File: src/rtl/fifo_pkg.sv
`default_nettype none
// +----------------------------------------------------------------------+
// | fifo_pkg : shared defaults, count-width helper and status struct     |
// | Rev 1.0                                                              |
// +----------------------------------------------------------------------+
package fifo_pkg;

  localparam int FIFO_DATA_W = 128;
  localparam int FIFO_DEPTH  = 16;

  typedef struct packed {
    logic full;
    logic alm_full;
    logic empty;
    logic alm_empty;
    logic overflow;
    logic underflow;
  } fifo_status_t;

  function automatic int cnt_w(input int depth);
    return $clog2(depth) + 1;
  endfunction

endpackage
`default_nettype wire

File: src/rtl/fifo_mem_2p.sv
`default_nettype none
// +----------------------------------------------------------------------+
// | fifo_mem_2p : 1W/1R storage array; registered read by default,       |
// | asynchronous read when SYNC_FIFO_FWFT_EN is defined.                 |
// | Rev 1.0                                                              |
// +----------------------------------------------------------------------+
module fifo_mem_2p
  import fifo_pkg::*;
#(
  parameter int DATA_W = FIFO_DATA_W,
  parameter int DEPTH  = FIFO_DEPTH,
  parameter int ADDR_W = $clog2(DEPTH)
) (
  input  logic              clk,
`ifndef SYNC_FIFO_FWFT_EN
  input  logic              reset,
  input  logic              i_clr,
  input  logic              i_re,
`endif
  input  logic              i_we,
  input  logic [ADDR_W-1:0] i_waddr,
  input  logic [DATA_W-1:0] i_wdata,
  input  logic [ADDR_W-1:0] i_raddr,
  output logic [DATA_W-1:0] o_rdata
);

  // Storage is deliberately left without reset; occupancy gates visibility.
  logic [DATA_W-1:0] mem_q [DEPTH];

  always_ff @(posedge clk) begin
    if (i_we) begin
      mem_q[i_waddr] <= i_wdata;
    end
  end

`ifdef SYNC_FIFO_FWFT_EN
  assign o_rdata = mem_q[i_raddr];
`else
  logic [DATA_W-1:0] rdata_q, rdata_d;

  always_comb begin
    rdata_d = rdata_q;
    if (i_clr) begin
      rdata_d = '0;
    end else if (i_re) begin
      rdata_d = mem_q[i_raddr];
    end
  end

  always_ff @(posedge clk or posedge reset) begin
    if (reset) begin
      rdata_q <= '0;
    end else begin
      rdata_q <= rdata_d;
    end
  end

  assign o_rdata = rdata_q;
`endif

endmodule
`default_nettype wire

File: src/rtl/sync_fifo_param.sv
`default_nettype none
// +----------------------------------------------------------------------+
// | sync_fifo_param : parametrised single-clock FIFO with thresholds,    |
// | occupancy count, sticky errors and flush. Macro: SYNC_FIFO_FWFT_EN.  |
// | Rev 1.0                                                              |
// +----------------------------------------------------------------------+
module sync_fifo_param
  import fifo_pkg::*;
#(
  parameter int DATA_W        = FIFO_DATA_W,
  parameter int DEPTH         = FIFO_DEPTH,
  parameter int ALM_FULL_THR  = DEPTH - 2,
  parameter int ALM_EMPTY_THR = 2
) (
  input  logic                     clk,
  input  logic                     reset,
  input  logic                     i_clr,
  input  logic                     i_wren,
  input  logic [DATA_W-1:0]        i_wrdata,
  input  logic                     i_rden,
  output logic [DATA_W-1:0]        o_rddata,
  output logic                     o_full,
  output logic                     o_alm_full,
  output logic                     o_empty,
  output logic                     o_alm_empty,
  output logic [$clog2(DEPTH):0]   o_count,
  output logic                     o_overflow,
  output logic                     o_underflow
);

  localparam int c_PTR_W = $clog2(DEPTH);
  localparam int c_CNT_W = cnt_w(DEPTH);
  localparam logic [c_CNT_W-1:0] c_FULL_CNT = c_CNT_W'(DEPTH);
  localparam logic [c_CNT_W-1:0] c_AF_CNT   = c_CNT_W'(ALM_FULL_THR);
  localparam logic [c_CNT_W-1:0] c_AE_CNT   = c_CNT_W'(ALM_EMPTY_THR);

  generate
    if ((DEPTH < 4) || ((DEPTH & (DEPTH - 1)) != 0)) begin : g_chk_depth
      $error("sync_fifo_param: DEPTH must be a power of two and >= 4");
    end
    if (DATA_W < 1) begin : g_chk_width
      $error("sync_fifo_param: DATA_W must be >= 1");
    end
    if ((ALM_FULL_THR < 1) || (ALM_FULL_THR > DEPTH)) begin : g_chk_af
      $error("sync_fifo_param: ALM_FULL_THR out of range 1..DEPTH");
    end
    if ((ALM_EMPTY_THR < 0) || (ALM_EMPTY_THR > DEPTH - 1)) begin : g_chk_ae
      $error("sync_fifo_param: ALM_EMPTY_THR out of range 0..DEPTH-1");
    end
  endgenerate

  logic [c_PTR_W-1:0] wr_ptr_q, wr_ptr_d;
  logic [c_PTR_W-1:0] rd_ptr_q, rd_ptr_d;
  logic [c_CNT_W-1:0] count_q, count_d;
  logic               overflow_q, overflow_d;
  logic               underflow_q, underflow_d;
  logic               w_wr_acc, w_rd_acc;
  logic [DATA_W-1:0]  w_mem_rdata;
  fifo_status_t       w_status;

  always_comb begin
    w_status.full      = (count_q == c_FULL_CNT);
    w_status.alm_full  = (count_q >= c_AF_CNT);
    w_status.empty     = (count_q == '0);
    w_status.alm_empty = (count_q <= c_AE_CNT);
    w_status.overflow  = overflow_q;
    w_status.underflow = underflow_q;
  end

  // Flush masks both requests so a flushing cycle neither stores nor pops.
  assign w_wr_acc = i_wren && !w_status.full  && !i_clr;
  assign w_rd_acc = i_rden && !w_status.empty && !i_clr;

  always_comb begin
    wr_ptr_d    = wr_ptr_q;
    rd_ptr_d    = rd_ptr_q;
    count_d     = count_q;
    overflow_d  = overflow_q;
    underflow_d = underflow_q;
    if (i_clr) begin
      wr_ptr_d    = '0;
      rd_ptr_d    = '0;
      count_d     = '0;
      overflow_d  = 1'b0;
      underflow_d = 1'b0;
    end else begin
      if (w_wr_acc) wr_ptr_d = wr_ptr_q + c_PTR_W'(1);
      if (w_rd_acc) rd_ptr_d = rd_ptr_q + c_PTR_W'(1);
      if (i_wren && w_status.full)  overflow_d  = 1'b1;
      if (i_rden && w_status.empty) underflow_d = 1'b1;
      case ({w_wr_acc, w_rd_acc})
        2'b10:   count_d = count_q + c_CNT_W'(1);
        2'b01:   count_d = count_q - c_CNT_W'(1);
        default: count_d = count_q;
      endcase
    end
  end

  always_ff @(posedge clk or posedge reset) begin
    if (reset) begin
      wr_ptr_q    <= '0;
      rd_ptr_q    <= '0;
      count_q     <= '0;
      overflow_q  <= 1'b0;
      underflow_q <= 1'b0;
    end else begin
      wr_ptr_q    <= wr_ptr_d;
      rd_ptr_q    <= rd_ptr_d;
      count_q     <= count_d;
      overflow_q  <= overflow_d;
      underflow_q <= underflow_d;
    end
  end

  fifo_mem_2p #(
    .DATA_W (DATA_W),
    .DEPTH  (DEPTH),
    .ADDR_W (c_PTR_W)
  ) u_mem (
    .clk     (clk),
`ifndef SYNC_FIFO_FWFT_EN
    .reset   (reset),
    .i_clr   (i_clr),
    .i_re    (w_rd_acc),
`endif
    .i_we    (w_wr_acc),
    .i_waddr (wr_ptr_q),
    .i_wdata (i_wrdata),
    .i_raddr (rd_ptr_q),
    .o_rdata (w_mem_rdata)
  );

`ifdef SYNC_FIFO_FWFT_EN
  assign o_rddata = w_status.empty ? '0 : w_mem_rdata;
`else
  assign o_rddata = w_mem_rdata;
`endif

  assign o_full      = w_status.full;
  assign o_alm_full  = w_status.alm_full;
  assign o_empty     = w_status.empty;
  assign o_alm_empty = w_status.alm_empty;
  assign o_overflow  = w_status.overflow;
  assign o_underflow = w_status.underflow;
  assign o_count     = count_q;

endmodule
`default_nettype wire

File: config.mk
export PLATFORM = sky130hd
export DESIGN_NAME = sync_fifo_param
export DESIGN_NICKNAME = d
export VERILOG_FILES = /design/src/rtl/fifo_pkg.sv /design/src/rtl/fifo_mem_2p.sv /design/src/rtl/sync_fifo_param.sv
export SDC_FILE = /design/constraint.sdc
export NUM_CORES = 2
export LEC_CHECK = 0
export ABC_AREA = 1
export CORE_MARGIN = 2
export CORE_UTILIZATION = 49
export CTS_CLUSTER_DIAMETER = 200
export DETAILED_ROUTE_END_ITERATION = 8
export PLACE_DENSITY_LB_ADDON = 0.2
export SLEW_MARGIN = 5
export SYNTH_ARGS = -nofsm -noshare
export SYNTH_HDL_FRONTEND = slang
export SYNTH_SLANG_ARGS = --single-unit
File: constraint.sdc
create_clock -name clk -period 7.6 [get_ports clk]
set_clock_uncertainty 0.05 [all_clocks]
set_input_delay 1.52 -clock clk [delete_from_list [all_inputs] [get_ports clk]]
set_output_delay 1.52 -clock clk [all_outputs]
set_load 0.02 [all_outputs]
# Yosys cells after proc, flatten, opt, wreduce, memory -nomap -nowiden
# Memory sizes are Yosys's and may differ from the RTL's.
# Index checks and enable logic that the tools add are counted.
# word_totals
output_inout_bits	139
ramBits	2048
memories	1
register_bits	143
word_cells	45
input_bits	133
# memory_table
name	depth	word_bits	read_ports	rd_clocked_by_memory_dff	wr	line	text
u_mem.mem_q	16	128	1	0	1	fifo_mem_2p.sv:28	logic [DATA_W-1:0] mem_q [DEPTH];
# classes
magnitude_cmp	2
reduce_logical	15
add_sub_neg	4
n_eq_ne	3
n_mux	14
# op_table
cell	count
$mux W128	2
$mux W4	4
$pmux W5 S2	1
$add A4 B1 Y4 const B	2
$reduce_bool A2 Y1	4
$logic_and A1 B1 Y1	6
$mux W1	6
$add A5 B1 Y5 const B	1
$eq A5 B5 Y1 const B	1
$ge A5 B4 Y1 const B	1
$le A5 B2 Y1 const B	1
$logic_not A5 Y1	1
$mux W5	1
$sub A5 B1 Y5 const B	1
$logic_not A1 Y1	3
$reduce_bool A3 Y1	1
$eq A2 B1 Y1 const B	1
$eq A2 B2 Y1 const B	1

# Logic depth before layout (Yosys ltp)
# depth
depth_word	7
depth_mapped	14
depth_no_buf	14

# Cells and area by module
# Synthesis repeated with hierarchy kept, for this count alone.
# unflattened
hier_cells	8917
hier_area_um2	93038.0
# modules_own_cells
module	instances	seq_area_each_um2	area_each_um2	cells_each
fifo_mem_2p	1	64702.1	92112.1	8807
sync_fifo_param	1	375.4	925.9	110

# Worst setup path before layout
# OpenSTA, ideal clock, no wires.
# synth_path
path_type	in2reg
start	in i_clr
end	mem u_mem.mem_q[15][0] (netlist bit), enable pin
path_buffers	1
setup_time_ps	617
setup_slack_ps	-463
t_required_ps	6933
arrival_ps	7396
path_stages	4
cell_sequence	clkinv_1 > clkbuf_1 > nand3_1 > nor2_1
# synth_between
elab_chain_cells	4
# synth_rtl
element	line	text
start, declared	sync_fifo_param.sv:17	input logic i_clr,
$logic_not A1 Y1	sync_fifo_param.sv:71	assign w_wr_acc = i_wren && !w_status.full && !i_clr;
$logic_and A1 B1 Y1	sync_fifo_param.sv:71	
$mux W1	fifo_mem_2p.sv:31	if (i_we) begin
$mux W1 (implied by the code)	fifo_mem_2p.sv:32	mem_q[i_waddr] <= i_wdata;
end, declared	fifo_mem_2p.sv:28	
# No other way between the ends.

# Worst setup path after layout
# layout_path
start	in i_rden
end	reg count_q[4] (netlist: o_count[4])
# layout_between
elab_chain_cells	5
elab_cells_between_ends	7
cone_classes	eq/ne (2); mux (2); reduce/logical (3)
# layout_rtl
element	line	text
start, declared	sync_fifo_param.sv:20	input logic i_rden,
$logic_and A1 B1 Y1 * (2 in series)	sync_fifo_param.sv:72	assign w_rd_acc = i_rden && !w_status.empty && !i_clr;
$eq A2 B1 Y1 or $eq A2 B2 Y1 (tied branches)	sync_fifo_param.sv:91	case ({w_wr_acc, w_rd_acc})
$pmux W5 S2	sync_fifo_param.sv:91	
$mux W5	sync_fifo_param.sv:80	if (i_clr) begin
end signal, assigned	sync_fifo_param.sv:109	count_q <= count_d;
end, declared	sync_fifo_param.sv:54	logic [c_CNT_W-1:0] count_q, count_d;
# Every way passes the cells marked *; elsewhere a longest branch is shown, timed or not.
# A chain may end at the register's enable or synchronous reset.

==> metrics.md <==
| Metric | Value |
|---|---|
| Overflow after GRT | 0 |
| Endpoint with the worst hold slack | u_mem.o_rdata[85] |
| Worst slack at placement | 2.51 ns |
| Rows | 152 |
| Clock sinks | 2191 |
| Layout net count | 6522 |
| DRC viols | 0 |
| Antenna viol nets, final | 0 |
| Root buffer cell | clkbuf_16 |
| Buffer depth of the longest clock path | 3 |
| Global-route wire length before repair | 339000 um |
| TritonCTS clock tree | yes |
| Final setup violation count | 0 |
| Hold-fix buffers, CTS | 0 |
| End of the worst register-to-register path | o_count[4] |
| Setup repair after global routing missed its margin | false |
| Die width | 420 um |
| Buffers added on ports | 271 |
| Total count of max-transition violations in the final report | 0 |
| Logic depth of the worst register-to-register path | 14 |
| Die Outline Area | 0.176 mm^2 |
| Highest clock rate | 235 MHz |
| Count of unique library cells instantiated by Yosys | 28 |
| Endpoint type of the worst setup path | register |
| Number of cells traversed by the worst hold path | 2 |
| Area of the core region | 0.172 mm^2 |
| Critical path data arrival time | 4.93 ns |
| Ratio of cells with drive above 1 in the final layout | 0.0665 |
| HP Start | u_mem.o_rdata[85] |
| Net count after synthesis | 6414 |
| Final standard cell count with taps included and fillers excluded | 8889 |
| Routed length per instance | 25.9 um |
| Minimum clock period after layout | 4.26 ns |
| Clock latency at the later pin of the worst-skew pair | 0.84 ns |
| Initial DRC count | 6238 |
| Cells after DPL | 8473 |
| Leakage power | 0.0317 uW |
| Most used cells in the layout excluding fill and tap cells | 2048 x edfxtp_1, 1030 x nor2_1, 1005 x o21ai_0, 457 x nand2_1, 291 x o22ai_1 |
| Mapped cell area | 0.0846 mm^2 |
| Leading cell type in the layout, fill and taps excluded | edfxtp_1 |
| Total iterations of the first detailed-routing run | 6 |
| Maximum ir drop on the vdd rail | 0.000308 V |
| Warnings, synthesis | 0 |
| Detailed placer's ending HPWL | 112000 um |
| Total of cells resized after clock tree synthesis | 0 |
| Launching element type of the critical path | input pin |
| Top fanout value on the critical path | 122 |
| Number of vias per cell | 6.03 |
| Worst path setup slack after routing | 3.34 ns |
| Beginning of the worst register-to-register path | o_count[2] |
| Post-Route Setup TNS | 0 ns |
| Die Ht | 420 um |
| Post-CTS Repair Setup Buffers | 0 |
| Largest net degree at the start of global routing | 218 |
| Num CTS Buffers | 217 |
| Sequential area share after synthesis | 0.769 |
| Period Utilization, post-route | 0.560 |
| Top-level I/O count | 272 |
| PwrDens | 336 mW/mm^2 |
| Gate Count Post-Synth | 6274 |
| Average size of a mapped cell | 13.5 um^2 |
| Max-slew headroom at the worst pin | 0.273 |
| Detailed-route via count | 53.6k |
| Setup slack of the worst register-to-register path | 3.82 ns |
| Fill count | 13.7k |
| Total global-route track usage | 0.258 |
| Gpl congestion | 0.773 |
| Worst-path clk slew | 0.06 ns |
| Setup Crit Path Kind | input pin to register |
| Result of the run | finished, final reports clean |
| Max-cap check violation count | 0 |
| Synth-to-Final Area Change | 14.3% |
| Vias in the first global route | 52.2k |
| Count of final hold-check violations | 0 |
| Worst hold-check path type | register to register |
| Effective utilization at floorplan | 0.493 |
| Worst endpoint required time | 8.27 ns |
| Transition time at the pin with the least slew margin | 1.09 ns |
| Drt total wl | 230000 um |
| H-tree lvl count | 4 |
| Number of antenna violations at the first check in global routing | 23 |
| Yosys reg bits | 2191 |
[power by group]
group,internal [uW],switching [uW],total [uW]
clock network,6400,4480,10900
logic,2200,5240,7440
registers,13600,503,14100
total,22200,10200,32500
[Yosys cell counts]
master,number,area (um^2)
xnor2_1,1,8.76
clkbuf_1,288,1080
nand2_2,2,12.5
edfxtp_1,2048,61500
o21ai_1,252,1260
ha_1,7,87.6
inv_4,1,6.26
nor2_4,1,11.3
nand4_1,1,6.26
a31oi_1,12,75.1
xor2_1,3,26.3
buf_4,12,90.1
clkinv_2,1,5.00
o21ai_0,1005,5030
buf_2,150,751
clkinv_1,2,7.51
buf_1,11,41.3
nor3_1,2,10.0
dfrtp_1,143,3580
nand3_1,282,1410
nor2_1,1046,3930
inv_1,21,78.8
o22ai_1,291,1820
o31ai_1,1,7.51
nand2_1,457,1720
o221ai_1,223,1950
a21oi_1,5,25.0
buf_6,6,67.6
[sequential cells by signal (all words and copies together), names as in the netlist]
register	count
u_mem.mem_q	2048
u_mem.o_rdata	128
o_count	5
rd_ptr_q	4
wr_ptr_q	4
o_overflow	1
o_underflow	1
[critical path, cell delays in order]
cell	delay (ns)
clkdlybuf4s50_1	0.63
nand2_8	0.55
nor2_4	0.33
buf_12	0.70
nand2_2	0.24
inv_1	0.12
ha_1	0.27
nand4_1	0.11
nand2_1	0.08
inv_1	0.07
nand3_1	0.08
nand3_1	0.09
nand2_1	0.06
[layer usage]
layer,up-vias,global-route usage,wire length [um]
met3,392,0.0382,16000
met5,-,0,56
met4,8,0.0849,6400
li1,23700,-,-
met2,2238,0.424,112000
met1,27200,0.354,95200
[layout make-up]
type / instances / area, um^2 / share of cell area
inverters: 25 / 146 / 0.00151
flip-flops and latches: 2191 / 65100 / 0.673
diodes: 10 / 25.0 / 0.000259
clock buffers: 311 / 6250 / 0.0647
well taps: 2310 / 2890 / 0.0299
multi-input cells: 3591 / 17500 / 0.181
repair buffers: 356 / 3730 / 0.0385
clock inverters: 95 / 1040 / 0.0108
[worst max-delay path by stage]
| stage | startpoint | end | cells after the start |
|---|---|---|---|
| CTS | i_rden | o_count[4] | 13 |
| floorplan | i_clr | u_mem.mem_q[15][0] | 4 |
| global route | i_rden | o_count[4] | 14 |
| detailed placement | i_rden | o_count[4] | 13 |
| global placement | i_rden | o_count[4] | 14 |
| finish | i_rden | o_count[4] | 13 |
[cell families (layout without fill, tap and decap cells)]
| group | count (synthesis) | count (layout) | synth area share |
|---|---|---|---|
| AOI/OAI and AO/OA | 1789 | 1789 | 0.120 |
| buffers and inverters | 492 | 787 | 0.0252 |
| and+or+nand+nor | 1791 | 1791 | 0.0838 |
| adders and majority gates | 7 | 7 | 0.00104 |
| DFF | 2191 | 2191 | 0.769 |
| xor gates and xnor gates | 4 | 4 | 0.000414 |
| other | 0 | 10 | 0 |
[metrics by stage]
step | total power (uW) | utilization | area, um^2 | hold WS (ns)
3_3_place_gp | 21700 | 0.521 | 89400 | 0.442
5_1_grt | 33800 | 0.564 | 96700 | 0.489
4_1_cts | 32600 | 0.564 | 96700 | 0.471
2_1_floorplan | 19000 | - | 84600 | 0.515
6_report | 32500 | 0.564 | 96700 | 0.467
3_5_place_dp | 21800 | 0.521 | 89400 | 0.452
Note: power is estimated with default switching activity, not from simulation.
